File: src/rtl/prison_pkg.sv
// Shared types and width helpers for the prisoners' game engine.
package prison_pkg;

    typedef enum logic [1:0] {
        IDLE  = 2'd0,
        CHECK = 2'd1,
        OPEN  = 2'd2,
        DONE  = 2'd3
    } state_t;

    localparam logic [31:0] DEFAULT_GUARD_KEY = 32'hC0FFEE00;

    function automatic int unsigned idx_width(input int unsigned n);
        return (n < 2) ? 1 : $clog2(n);
    endfunction

    function automatic int unsigned ops_width(input int unsigned n, input int unsigned m);
        return $clog2(n * m + 1);
    endfunction

    function automatic int unsigned cnt_width(input int unsigned m);
        return $clog2(m + 1);
    endfunction

endpackage

File: src/rtl/prison_game_engine_if.sv
// Host load/run bus and result bus of the prisoners' game engine.
interface prison_game_engine_if
    import prison_pkg::*;
#(
    parameter int unsigned IDX_W = idx_width(100),
    parameter int unsigned OPS_W = ops_width(100, 50)
);
    logic             load_boxes;
    logic [IDX_W-1:0] select;
    logic [IDX_W-1:0] data;
    logic [31:0]      guard_key;
    logic             run;
    logic             busy;
    logic             done;
    logic             win;
    logic [IDX_W-1:0] fail_idx;
    logic [OPS_W-1:0] total_opens;
    logic             key_err;
    logic             perm_err;

    modport master (
        output load_boxes, select, data, guard_key, run,
        input  busy, done, win, fail_idx, total_opens, key_err, perm_err
    );

    modport slave (
        input  load_boxes, select, data, guard_key, run,
        output busy, done, win, fail_idx, total_opens, key_err, perm_err
    );
endinterface

File: src/rtl/prison_box_bank.sv
// Box memory: one write port, one asynchronous read port, identity contents on reset.
module prison_box_bank #(
    parameter int unsigned N_PRISONERS = 100,
    parameter int unsigned IDX_W       = 7
) (
    input  logic             clk,
    input  logic             rst,
    input  logic             wr_en,
    input  logic [IDX_W-1:0] wr_addr,
    input  logic [IDX_W-1:0] wr_data,
    input  logic [IDX_W-1:0] rd_addr,
    output logic [IDX_W-1:0] rd_data_c
);
    logic [IDX_W-1:0] box_q [N_PRISONERS];

    always_ff @(posedge clk or negedge rst) begin
        if (!rst) begin
            for (int i = 0; i < int'(N_PRISONERS); i++) box_q[i] <= IDX_W'(i);
        end else if (wr_en) begin
            box_q[wr_addr] <= wr_data;
        end
    end

    // Addresses past the last box read as zero.
    assign rd_data_c = (32'(rd_addr) < N_PRISONERS) ? box_q[rd_addr] : '0;
endmodule

File: src/rtl/prison_game_engine.sv
// Plays the prisoners' game with the cycle-following strategy, one box per clock.
// Define PRISON_PERM_CHECK_EN to add a permutation pre-scan (CHECK state).
module prison_game_engine
    import prison_pkg::*;
#(
    parameter int unsigned N_PRISONERS = 100,
    parameter int unsigned MAX_OPENS   = 50,
    parameter logic [31:0] GUARD_KEY   = DEFAULT_GUARD_KEY,
    parameter int unsigned IDX_W       = idx_width(N_PRISONERS),
    parameter int unsigned OPS_W       = ops_width(N_PRISONERS, MAX_OPENS)
) (
    input logic                 clk,
    input logic                 rst,
    prison_game_engine_if.slave bus
);
    localparam int unsigned CNT_W = cnt_width(MAX_OPENS);

    state_t           state_q, state_d;
    logic [IDX_W-1:0] p_q, p_d, cur_q, cur_d, fail_q, fail_d;
    logic [CNT_W-1:0] cnt_q, cnt_d;
    logic [OPS_W-1:0] opens_q, opens_d;
    logic             win_q, win_d;
    logic             busy_q, done_q, key_err_q;
    logic [IDX_W-1:0] rd_addr, rd_data;
    logic             in_game, load_ok, key_bad, run_ok;

    assign in_game = (state_q == CHECK) || (state_q == OPEN);
    assign load_ok = bus.load_boxes && !in_game && (bus.guard_key == GUARD_KEY)
                     && (32'(bus.select) < N_PRISONERS);
    assign key_bad = bus.load_boxes && !in_game && (bus.guard_key != GUARD_KEY);
    assign run_ok  = bus.run && ((state_q == IDLE) || (state_q == DONE)) && !load_ok;

    prison_box_bank #(.N_PRISONERS(N_PRISONERS), .IDX_W(IDX_W)) u_bank (
        .clk       (clk),
        .rst       (rst),
        .wr_en     (load_ok),
        .wr_addr   (bus.select),
        .wr_data   (bus.data),
        .rd_addr   (rd_addr),
        .rd_data_c (rd_data)
    );

`ifdef PRISON_PERM_CHECK_EN
    logic [N_PRISONERS-1:0] seen_q, seen_d;
    logic [IDX_W-1:0]       scan_q, scan_d;
    logic                   dup_q, dup_d, perm_q, perm_d;

    always_ff @(posedge clk or negedge rst) begin
        if (!rst) begin
            seen_q <= '0;
            scan_q <= '0;
            dup_q  <= 1'b0;
            perm_q <= 1'b0;
        end else begin
            seen_q <= seen_d;
            scan_q <= scan_d;
            dup_q  <= dup_d;
            perm_q <= perm_d;
        end
    end
    assign bus.perm_err = perm_q;
`else
    assign bus.perm_err = 1'b0;
`endif

    always_comb begin
        state_d = state_q;
        p_d     = p_q;
        cur_d   = cur_q;
        cnt_d   = cnt_q;
        opens_d = opens_q;
        win_d   = win_q;
        fail_d  = fail_q;
        rd_addr = cur_q;
`ifdef PRISON_PERM_CHECK_EN
        seen_d  = seen_q;
        scan_d  = scan_q;
        dup_d   = dup_q;
        perm_d  = perm_q;
`endif
        case (state_q)
            IDLE, DONE: begin
                if (load_ok || run_ok) begin
                    opens_d = '0;
                    win_d   = 1'b0;
                    fail_d  = '0;
                    p_d     = '0;
                    cur_d   = '0;
                    cnt_d   = '0;
                    state_d = IDLE;
`ifdef PRISON_PERM_CHECK_EN
                    perm_d  = 1'b0;
                    seen_d  = '0;
                    scan_d  = '0;
                    dup_d   = 1'b0;
                    if (run_ok) state_d = CHECK;
`else
                    if (run_ok) state_d = OPEN;
`endif
                end
            end
`ifdef PRISON_PERM_CHECK_EN
            // Full-length scan; a duplicate only takes effect at the end.
            CHECK: begin
                rd_addr = scan_q;
                if ((32'(rd_data) >= N_PRISONERS) || seen_q[rd_data]) dup_d = 1'b1;
                else seen_d[rd_data] = 1'b1;
                if (32'(scan_q) == N_PRISONERS - 1) begin
                    if (dup_d) begin
                        state_d = DONE;
                        perm_d  = 1'b1;
                        win_d   = 1'b0;
                        opens_d = '0;
                    end else begin
                        state_d = OPEN;
                    end
                end else begin
                    scan_d = scan_q + IDX_W'(1);
                end
            end
`endif
            OPEN: begin
                if (opens_q != '1) opens_d = opens_q + OPS_W'(1);
                if (rd_data == p_q) begin
                    if (32'(p_q) == N_PRISONERS - 1) begin
                        state_d = DONE;
                        win_d   = 1'b1;
                        fail_d  = '0;
                    end else begin
                        p_d   = p_q + IDX_W'(1);
                        cur_d = p_q + IDX_W'(1);
                        cnt_d = '0;
                    end
                end else if (32'(cnt_q) + 32'd1 == MAX_OPENS) begin
                    state_d = DONE;
                    win_d   = 1'b0;
                    fail_d  = p_q;
                end else begin
                    cur_d = rd_data;
                    cnt_d = cnt_q + CNT_W'(1);
                end
            end
            default: state_d = IDLE;
        endcase
    end

    always_ff @(posedge clk or negedge rst) begin
        if (!rst) begin
            state_q   <= IDLE;
            p_q       <= '0;
            cur_q     <= '0;
            cnt_q     <= '0;
            opens_q   <= '0;
            win_q     <= 1'b0;
            fail_q    <= '0;
            busy_q    <= 1'b0;
            done_q    <= 1'b0;
            key_err_q <= 1'b0;
        end else begin
            state_q   <= state_d;
            p_q       <= p_d;
            cur_q     <= cur_d;
            cnt_q     <= cnt_d;
            opens_q   <= opens_d;
            win_q     <= win_d;
            fail_q    <= fail_d;
            busy_q    <= (state_d == CHECK) || (state_d == OPEN);
            done_q    <= (state_d == DONE);
            key_err_q <= key_bad;
        end
    end

    assign bus.busy        = busy_q;
    assign bus.done        = done_q;
    assign bus.win         = win_q;
    assign bus.fail_idx    = fail_q;
    assign bus.total_opens = opens_q;
    assign bus.key_err     = key_err_q;
endmodule

File: src/flat_wrapper.sv
// flat-port wrapper written by rule: the top's interface ports become plain ports
module prison_game_engine_flat import prison_pkg::*;
#(
    parameter int unsigned N_PRISONERS = 100,
    parameter int unsigned MAX_OPENS   = 50,
    parameter logic [31:0] GUARD_KEY   = DEFAULT_GUARD_KEY,
    parameter int unsigned IDX_W       = idx_width(N_PRISONERS),
    parameter int unsigned OPS_W       = ops_width(N_PRISONERS, MAX_OPENS)
)
  (clk, rst, bus_load_boxes, bus_select, bus_data, bus_guard_key, bus_run, bus_busy, bus_done, bus_win, bus_fail_idx, bus_total_opens, bus_key_err, bus_perm_err);
  prison_game_engine_if #(.IDX_W(IDX_W), .OPS_W(OPS_W)) bus_i ();
  input logic clk;
  input logic rst;
  input wire logic [$bits(bus_i.load_boxes)-1:0] bus_load_boxes;
  input wire logic [$bits(bus_i.select)-1:0] bus_select;
  input wire logic [$bits(bus_i.data)-1:0] bus_data;
  input wire logic [$bits(bus_i.guard_key)-1:0] bus_guard_key;
  input wire logic [$bits(bus_i.run)-1:0] bus_run;
  output wire logic [$bits(bus_i.busy)-1:0] bus_busy;
  output wire logic [$bits(bus_i.done)-1:0] bus_done;
  output wire logic [$bits(bus_i.win)-1:0] bus_win;
  output wire logic [$bits(bus_i.fail_idx)-1:0] bus_fail_idx;
  output wire logic [$bits(bus_i.total_opens)-1:0] bus_total_opens;
  output wire logic [$bits(bus_i.key_err)-1:0] bus_key_err;
  output wire logic [$bits(bus_i.perm_err)-1:0] bus_perm_err;
  assign bus_i.load_boxes = bus_load_boxes;
  assign bus_i.select = bus_select;
  assign bus_i.data = bus_data;
  assign bus_i.guard_key = bus_guard_key;
  assign bus_i.run = bus_run;
  assign bus_busy = bus_i.busy;
  assign bus_done = bus_i.done;
  assign bus_win = bus_i.win;
  assign bus_fail_idx = bus_i.fail_idx;
  assign bus_total_opens = bus_i.total_opens;
  assign bus_key_err = bus_i.key_err;
  assign bus_perm_err = bus_i.perm_err;
  prison_game_engine #(.N_PRISONERS(N_PRISONERS), .MAX_OPENS(MAX_OPENS), .GUARD_KEY(GUARD_KEY), .IDX_W(IDX_W), .OPS_W(OPS_W)) u_core (.clk(clk), .rst(rst), .bus(bus_i));
endmodule
File: config.mk
export PLATFORM = sky130hd
export DESIGN_NAME = prison_game_engine_flat
export DESIGN_NICKNAME = d
export VERILOG_FILES = /design/src/rtl/prison_pkg.sv /design/src/rtl/prison_game_engine_if.sv /design/src/rtl/prison_box_bank.sv /design/src/rtl/prison_game_engine.sv /design/src/flat_wrapper.sv
export SDC_FILE = /design/constraint.sdc
export NUM_CORES = 1
export LEC_CHECK = 0
export BUFFER_PORTS_ARGS = -buffer_cell sky130_fd_sc_hd__buf_2
export CAP_MARGIN = 10
export CORE_MARGIN = 1.5
export CORE_UTILIZATION = 47
export DETAILED_ROUTE_END_ITERATION = 10
export SYNTH_ARGS = -nofsm -noshare
export SYNTH_HDL_FRONTEND = slang
export SYNTH_SLANG_ARGS = --single-unit
export TNS_END_PERCENT = 20
File: constraint.sdc
create_clock -name clk -period 4 [get_ports clk]
set_clock_uncertainty 0.1 [all_clocks]
set_input_delay 0.4 -clock clk [delete_from_list [all_inputs] [get_ports clk]]
set_output_delay 0.4 -clock clk [all_outputs]
set_load 0.02 [all_outputs]
# ---- Word-level counts from Yosys, hierarchy flattened
# Index checks and enable logic that the tools add are counted.
dict set report totals {
  register_bits 746
  latch_bits 0
  ramBits 0
  romBits 0
  elab_cells 198
  n_memories 0
}
dict set report classes {
  add_sub_neg 4
  mul 0
  div 0
  magnitude_cmp 5
  eq_ne 20
  n_shift 0
  mux 37
  bitwise 2
  reduce_logical 20
}
# cell count
set ops {}
lappend ops {{bitwise mux 700 bit} 1}
lappend ops {{two-way mux 7 bit} 12}
lappend ops {{binary-select mux 7 bit (select 7 bit)} 1}
lappend ops {{demux 7 bit (select 7 bit)} 1}
lappend ops {{one-hot mux 7 bit (2 select lines)} 3}
lappend ops {{== test 32 bit (second input constant)} 1}
lappend ops {{== test 32 x 6 -> 1 bit (second input constant)} 1}
lappend ops {{inequality test 32 bit (second input constant)} 1}
lappend ops {{two-way mux 13 bit} 2}
lappend ops {{one-hot mux 13 bit (2 select lines)} 1}
lappend ops {{two-way mux 6 bit} 4}
lappend ops {{>= comparator 8 bit (second input constant)} 2}
lappend ops {{inverter 7 -> 8 bit} 2}
lappend ops {{< comparator 7 bit (second input constant)} 2}
lappend ops {{adder 13 x 1 -> 13 bit (second input constant)} 1}
lappend ops {{inequality test 13 bit (second input constant)} 1}
lappend ops {{inequality test 3 bit (second input constant)} 4}
lappend ops {{one-hot mux 6 bit (2 select lines)} 1}
lappend ops {{AND reduction 4 bit} 3}
lappend ops {{two-way mux 2 bit} 5}
lappend ops {{== test 2 bit (second input constant)} 4}
lappend ops {{< comparator 8 x 1 -> 1 bit (second input constant)} 1}
lappend ops {{adder 6 x 1 -> 7 bit (second input constant)} 1}
lappend ops {{adder 7 x 1 -> 7 bit (second input constant)} 1}
lappend ops {{16 further kinds} 32}

# ---- Depth between registers and ports, before layout
dict set report depth {
  depth_word 13
  depth_mapped 18
  mapped_depth_nobuf 11
}

# ---- By module
# Synthesis repeated with hierarchy kept, for this count alone.
dict set report hier_totals {
  hier_cells 2407
  area_unflattened_um2 35492.8
}
# mod instances cells_each area_per_inst_um2
set by_module_without_submodules {}
lappend by_module_without_submodules {prison_box_bank 1 2107 32761.4}
lappend by_module_without_submodules {prison_game_engine 1 300 2731.4}

# ---- Worst setup path before layout
# Ideal clock, no wire load.
dict set report synth_path {
  path_kind {register -> register}
  startpoint {register u_core.cur_q[0]}
  endpoint {register u_core.busy_q (netlist: u_core.bus.busy)}
  setup_time_ns 0.126
  arrival_ns 3.458
  path_slack_ns 0.316
  stages_incl_launch_ff 15
  cell_sequence {dfrtp_1 buf_6 buf_6 buf_4 buf_4 mux4_2 a211o_1 a31oi_1 nand3_1 xor2_1 nor4_4 mux2_2 o21ai_0 a21oi_1 ha_1}
}
dict set report synth_between {
  elab_chain_len 10
  elab_cells_between_ends 12
  cone_classes {1 x order compare; 3 x eq/ne; 6 x mux; 1 x bitwise; 1 x reduce/logical}
}
# element line
set synth_rtl {}
lappend synth_rtl {{start: declaration} prison_game_engine.sv:19} ;# logic [IDX_W-1:0] p_q, p_d, cur_q, cur_d, fail_q, fail_d;
lappend synth_rtl {{start signal: assignment} prison_game_engine.sv:162} ;# cur_q <= cur_d;
lappend synth_rtl {{inverter 7 -> 8 bit (implied by the code)} prison_box_bank.sv:25} ;# assign rd_data_c = (32'(rd_addr) < N_PRISONERS) ? box_q[rd_addr] : '0;
lappend synth_rtl {{binary-select mux 7 bit (select 7 bit)} prison_box_bank.sv:25}
lappend synth_rtl {{two-way mux 7 bit (implied by the code) (2 in series)} prison_box_bank.sv:25}
lappend synth_rtl {{two-way mux 7 bit (*)} prison_box_bank.sv:25}
lappend synth_rtl {{== test 7 bit (*)} prison_game_engine.sv:124} ;# if (rd_data == p_q) begin
lappend synth_rtl {{two-way mux 2 bit (*)} prison_game_engine.sv:124}
lappend synth_rtl {{one-hot mux 2 bit (2 select lines) (*)} prison_game_engine.sv:81} ;# case (state_q)
lappend synth_rtl {{net u_core.state_d[0]} prison_game_engine.sv:18} ;# state_t state_q, state_d;
lappend synth_rtl {{== test 2 x 1 -> 1 bit / == test 2 bit (equally long branches)} prison_game_engine.sv:167} ;# busy_q <= (state_d == CHECK) || (state_d == OPEN);
lappend synth_rtl {{logical OR 1 bit (*)} prison_game_engine.sv:167}
lappend synth_rtl {{end signal: assignment} prison_game_engine.sv:167}
lappend synth_rtl {{end: declaration} prison_game_engine.sv:23} ;# logic busy_q, done_q, key_err_q;
# Mark *: on every way through the listed nets, which the timed path passes. The rest lies on a longest branch. The select of a mux whose other input is x is not followed.
# A chain may end at the register's enable or synchronous reset.

# ---- Worst setup path after layout
dict set report layout_path {
  startpoint {register u_core.cur_q[3]}
  endpoint {register u_core.busy_q (netlist: u_core.bus.busy)}
}
# Same word-level chain as after synthesis.

==> impl_results.md <==
* Post-route DRC at 0
* Worst Path Class, Setup: reg2reg
* Cell-internal power at around 0.015 W
* Antenna diodes at 0
* Final worst slack at -0.1830 ns
* Sw Ratio at 0.2916
* Total power at 0.02083 W
* Area grow syn2layout at 19.08%
* Async S/R FF share, synth at 1.000
* Failing checks: setup timing
* Most used cell, CP: buf_4
* CTS tree: done
* Crit path cell chain: buf_4 -> nand3b_1 -> buf_4 -> o22ai_1 -> a2111oi_4 -> buf_4 -> a211oi_2 -> buf_4 -> o31a_1 -> o22ai_2 -> nor4_4 -> buf_12 -> mux2_4 -> o21ai_2 -> a21oi_2 -> ha_4
* Unrepaired setup endpoints after global routing: true
* Final hold vios at 0
* Clk buf depth at 3
* Hold/Removal Path Class: in2reg
* Sequential group share of total power at 0.379
* Placed Cells at 3,519
* Slew Limit Headroom at 0.1778
* Root Buffer: clkbuf_16
* Place WS at -0.6759 ns
* Post-synth top flop: dfrtp_1
* Initial DRT Pass Iterations at 6
* GPL Wtd Cong at 0.8929
* Power Dens Cells at 497.7 nW/um^2
* Vias per cell at 6.016
* Minimum clock period at 4.183 ns
* Max cap viols at 0
* Syn Std Cell Area at 35,140 sq um
* Layout Nets at 2,722
* CP peak stage delay at 0.51 ns
* Final slew viol count at 0
* Rows at 100
* Final cell count without fillers at 3,704
* Final setup viols at 29
* GR Util met2 at 0.4087
* Gate Count Post-Synth at 2,403
* TritonCTS buffer count at 83
* Met1 GRT Util at 0.3769
* Die Y at between 200 and 300 microns
* Worst-skew pair later-pin latency at 0.64 ns
* Die area at 76,420 sq um
* Largest net degree at the start of global routing at 107
* Tightest Pin Transition at 1.233 ns
* H-tree depth at 3
* Logic pwr share at 0.237
* Placeable Area at about 74,000 sq um
* Clock power frac at 0.384
* WP data arrival at around 4.6 ns
* Fraction of layout instances using a drive strength above 1 at 0.6293
* Met3 Usage GRT at 0.03828
* Mean post-synth cell area at 14.62 sq um
* Unique masters post-synth at 77
* Leak pwr at 18.75 nW
* Number of synthesized flops with an enable pin at 0
* Die width at ~280 microns
* Slowest CP cell: dfrtp_2
* F_max at 0.2391 GHz
* Gr ovfl total at 0
* YS warnings at 0
* FF+latch count, synth at 746
* Initial antenna violation count at 0
* VDD IR max at 350.7 uV
* Crit. End Element: flop
* DRT antenna net count at 0
* Final period utilization at 1.046
* Syn nets at 2,460
* Wirelength per Cell at roughly 27 microns
* Initial Util at 0.4737
* Worst-path clk slew at 0.06 ns
* Run status: finished, violations left
* Vias at 22,280
* CP Launch Type: flop
* Vias in the first global route at 23,540
* Post-synthesis sequential area ratio at 0.5424
* Busiest grt layer: met2
* CP max FO at 11
* Detail Placement HPWL at 65,770 microns
* WHS at between 0.02 and 0.03 ns
* Routed WL at a little under 100,000 microns
* Total GRT Usage at 0.2613
* I/O pins at 75
* Fillers at 5,877
* Worst EP required at around 4.4 ns
* Switching power at 0.006073 W
* Iteration-0 DRC count of the detailed router at about 1,600
* First-pass GRT wire length at 151,600 microns
* # clock sinks at 746
* Port Buffers at 73
[routing by layer]
layer / vias to the layer above / part of all wire
met5: - / 0
met4: 0 / 0.029
met3: 164 / 0.052
met2: 629 / 0.47
met1: 11990 / 0.45
li1: 9497 / -
[layout make-up]
class | instances | area, sq um | area share
Tap cell | 969 | 1212 | 0.02897
Multi-Input combinational cell | 1470 | 15610 | 0.3731
Clock inverter | 33 | 452.9 | 0.01082
Clock buffer | 122 | 2426 | 0.05797
Sequential cell | 746 | 19080 | 0.4558
Inverter | 16 | 60.06 | 0.001435
Timing Repair Buffer | 348 | 3009 | 0.07190
[worst max-delay path, delay by kind of cell (launching register included)]
kind	cells	cell delay [ns]
compound gates	7	1.25
mux	1	0.31
simple gates	2	0.66
flops	1	0.51
fa+ha+maj	1	0.24
buf+inv	5	0.99
[layout by cell type (no fill, tap or decap), types with 17 or more instances in the layout]
| cell | n |
|---|---|
| dfstp_2 | 316 |
| nor2_1 | 89 |
| mux2i_1 | 69 |
| nand3_1 | 28 |
| clkinv_2 | 17 |
| buf_4 | 231 |
| mux2_2 | 715 |
| clkbuf_1 | 21 |
| clkbuf_16 | 86 |
| nand4_1 | 17 |
| dfrtp_1 | 426 |
| buf_2 | 65 |
| nand2_1 | 106 |
| a22o_1 | 28 |
| buf_12 | 34 |
| mux4_2 | 138 |
[kinds of logic after synthesis]
group / count (synthesis) / share of synthesized area
compound gates: 184 / 0.04144
xor+xnor: 16 / 0.003987
fa+ha+maj: 7 / 0.002492
buf+inv: 187 / 0.02492
flops: 746 / 0.5424
mux: 927 / 0.3387
other cells: 1 / 0.0001067
simple gates: 335 / 0.04589
[synthesized netlist by cell type, types with 8 or more instances]
cell	count	share of area
mux2_2	716	0.23
dfrtp_1	430	0.31
dfstp_2	316	0.24
mux4_2	138	0.088
clkbuf_1	112	0.012
nand2_1	106	0.011
nor2_1	91	0.0097
mux2i_1	71	0.020
a22o_1	29	0.0072
nand3_1	28	0.0040
a22oi_1	22	0.0047
buf_1	18	0.0019
nand4_1	17	0.0030
nor2b_1	17	0.0030
buf_2	16	0.0023
inv_1	15	0.0016
buf_6	14	0.0045
o22ai_1	14	0.0025
a221oi_1	12	0.0030
o21ai_0	12	0.0017
o221ai_1	11	0.0027
xor2_1	11	0.0027
and2_1	10	0.0018
buf_4	10	0.0021
nor3_1	10	0.0014
a21oi_1	9	0.0013
nand2b_1	9	0.0016
nor4_1	9	0.0016
a211o_1	8	0.0020
and3_1	8	0.0014
o22a_1	8	0.0020
[metrics by stage]
step                      area [sq um]  setup TNS (ns)    util
after floorplan                  35140               0       -
after detailed placement         38150          -14.05  0.5141
after CTS                        41630          -3.526  0.5611
final                            41850          -2.606  0.5640
after global placement           38150          -13.35  0.5141
after global routing             41850          -3.964  0.5640
[state kept, by name, summed over array words and instances, names as in the netlist, 2 cells and up]
signal	count
u_core.bus.fail_idx	7
u_core.cnt_q	6
u_core.p_q	7
u_core.u_bank.box_q	700
u_core.state_q	2
u_core.cur_q	7
u_core.bus.total_opens	13
[power groups by stage]
| stage | Combinational, W | Sequential [W] | Clock, W |
|---|---|---|---|
| floorplan | 0.00235 | 0.00791 | 0 |
| global placement | 0.00425 | 0.00801 | 0 |
| detailed placement | 0.00430 | 0.00802 | 0 |
| CTS | 0.00474 | 0.00787 | 0.00816 |
| global route | 0.00520 | 0.00789 | 0.00848 |
| finish | 0.00493 | 0.00789 | 0.00801 |
[timing repair]
action	in CTS	in global routing
endpoints found under the setup margin	31	31
buffers inserted	28	1
endpoints found under the hold margin	65	0
hold buffers	2	0
pin swaps	16	21
gates resized for setup	51	44
gates cloned	0	1
[final timing paths]
path	from	end	slack, ns	depth (start not counted)
max	u_core.cur_q[3]	u_core.bus.busy	-0.18	16
min	bus_guard_key[16]	u_core.bus.key_err	0.03	4
max reg2reg	u_core.cur_q[3]	u_core.bus.busy	-0.18	16
min reg2reg	u_core.bus.fail_idx[1]	u_core.bus.fail_idx[1]	0.39	1
max in group asynchronous	rst	u_core.u_bank.box_q[585]	2.32	3
min in group asynchronous	rst	u_core.u_bank.box_q[161]	0.39	2
No activity file was read; power rests on OpenSTA's default activity.
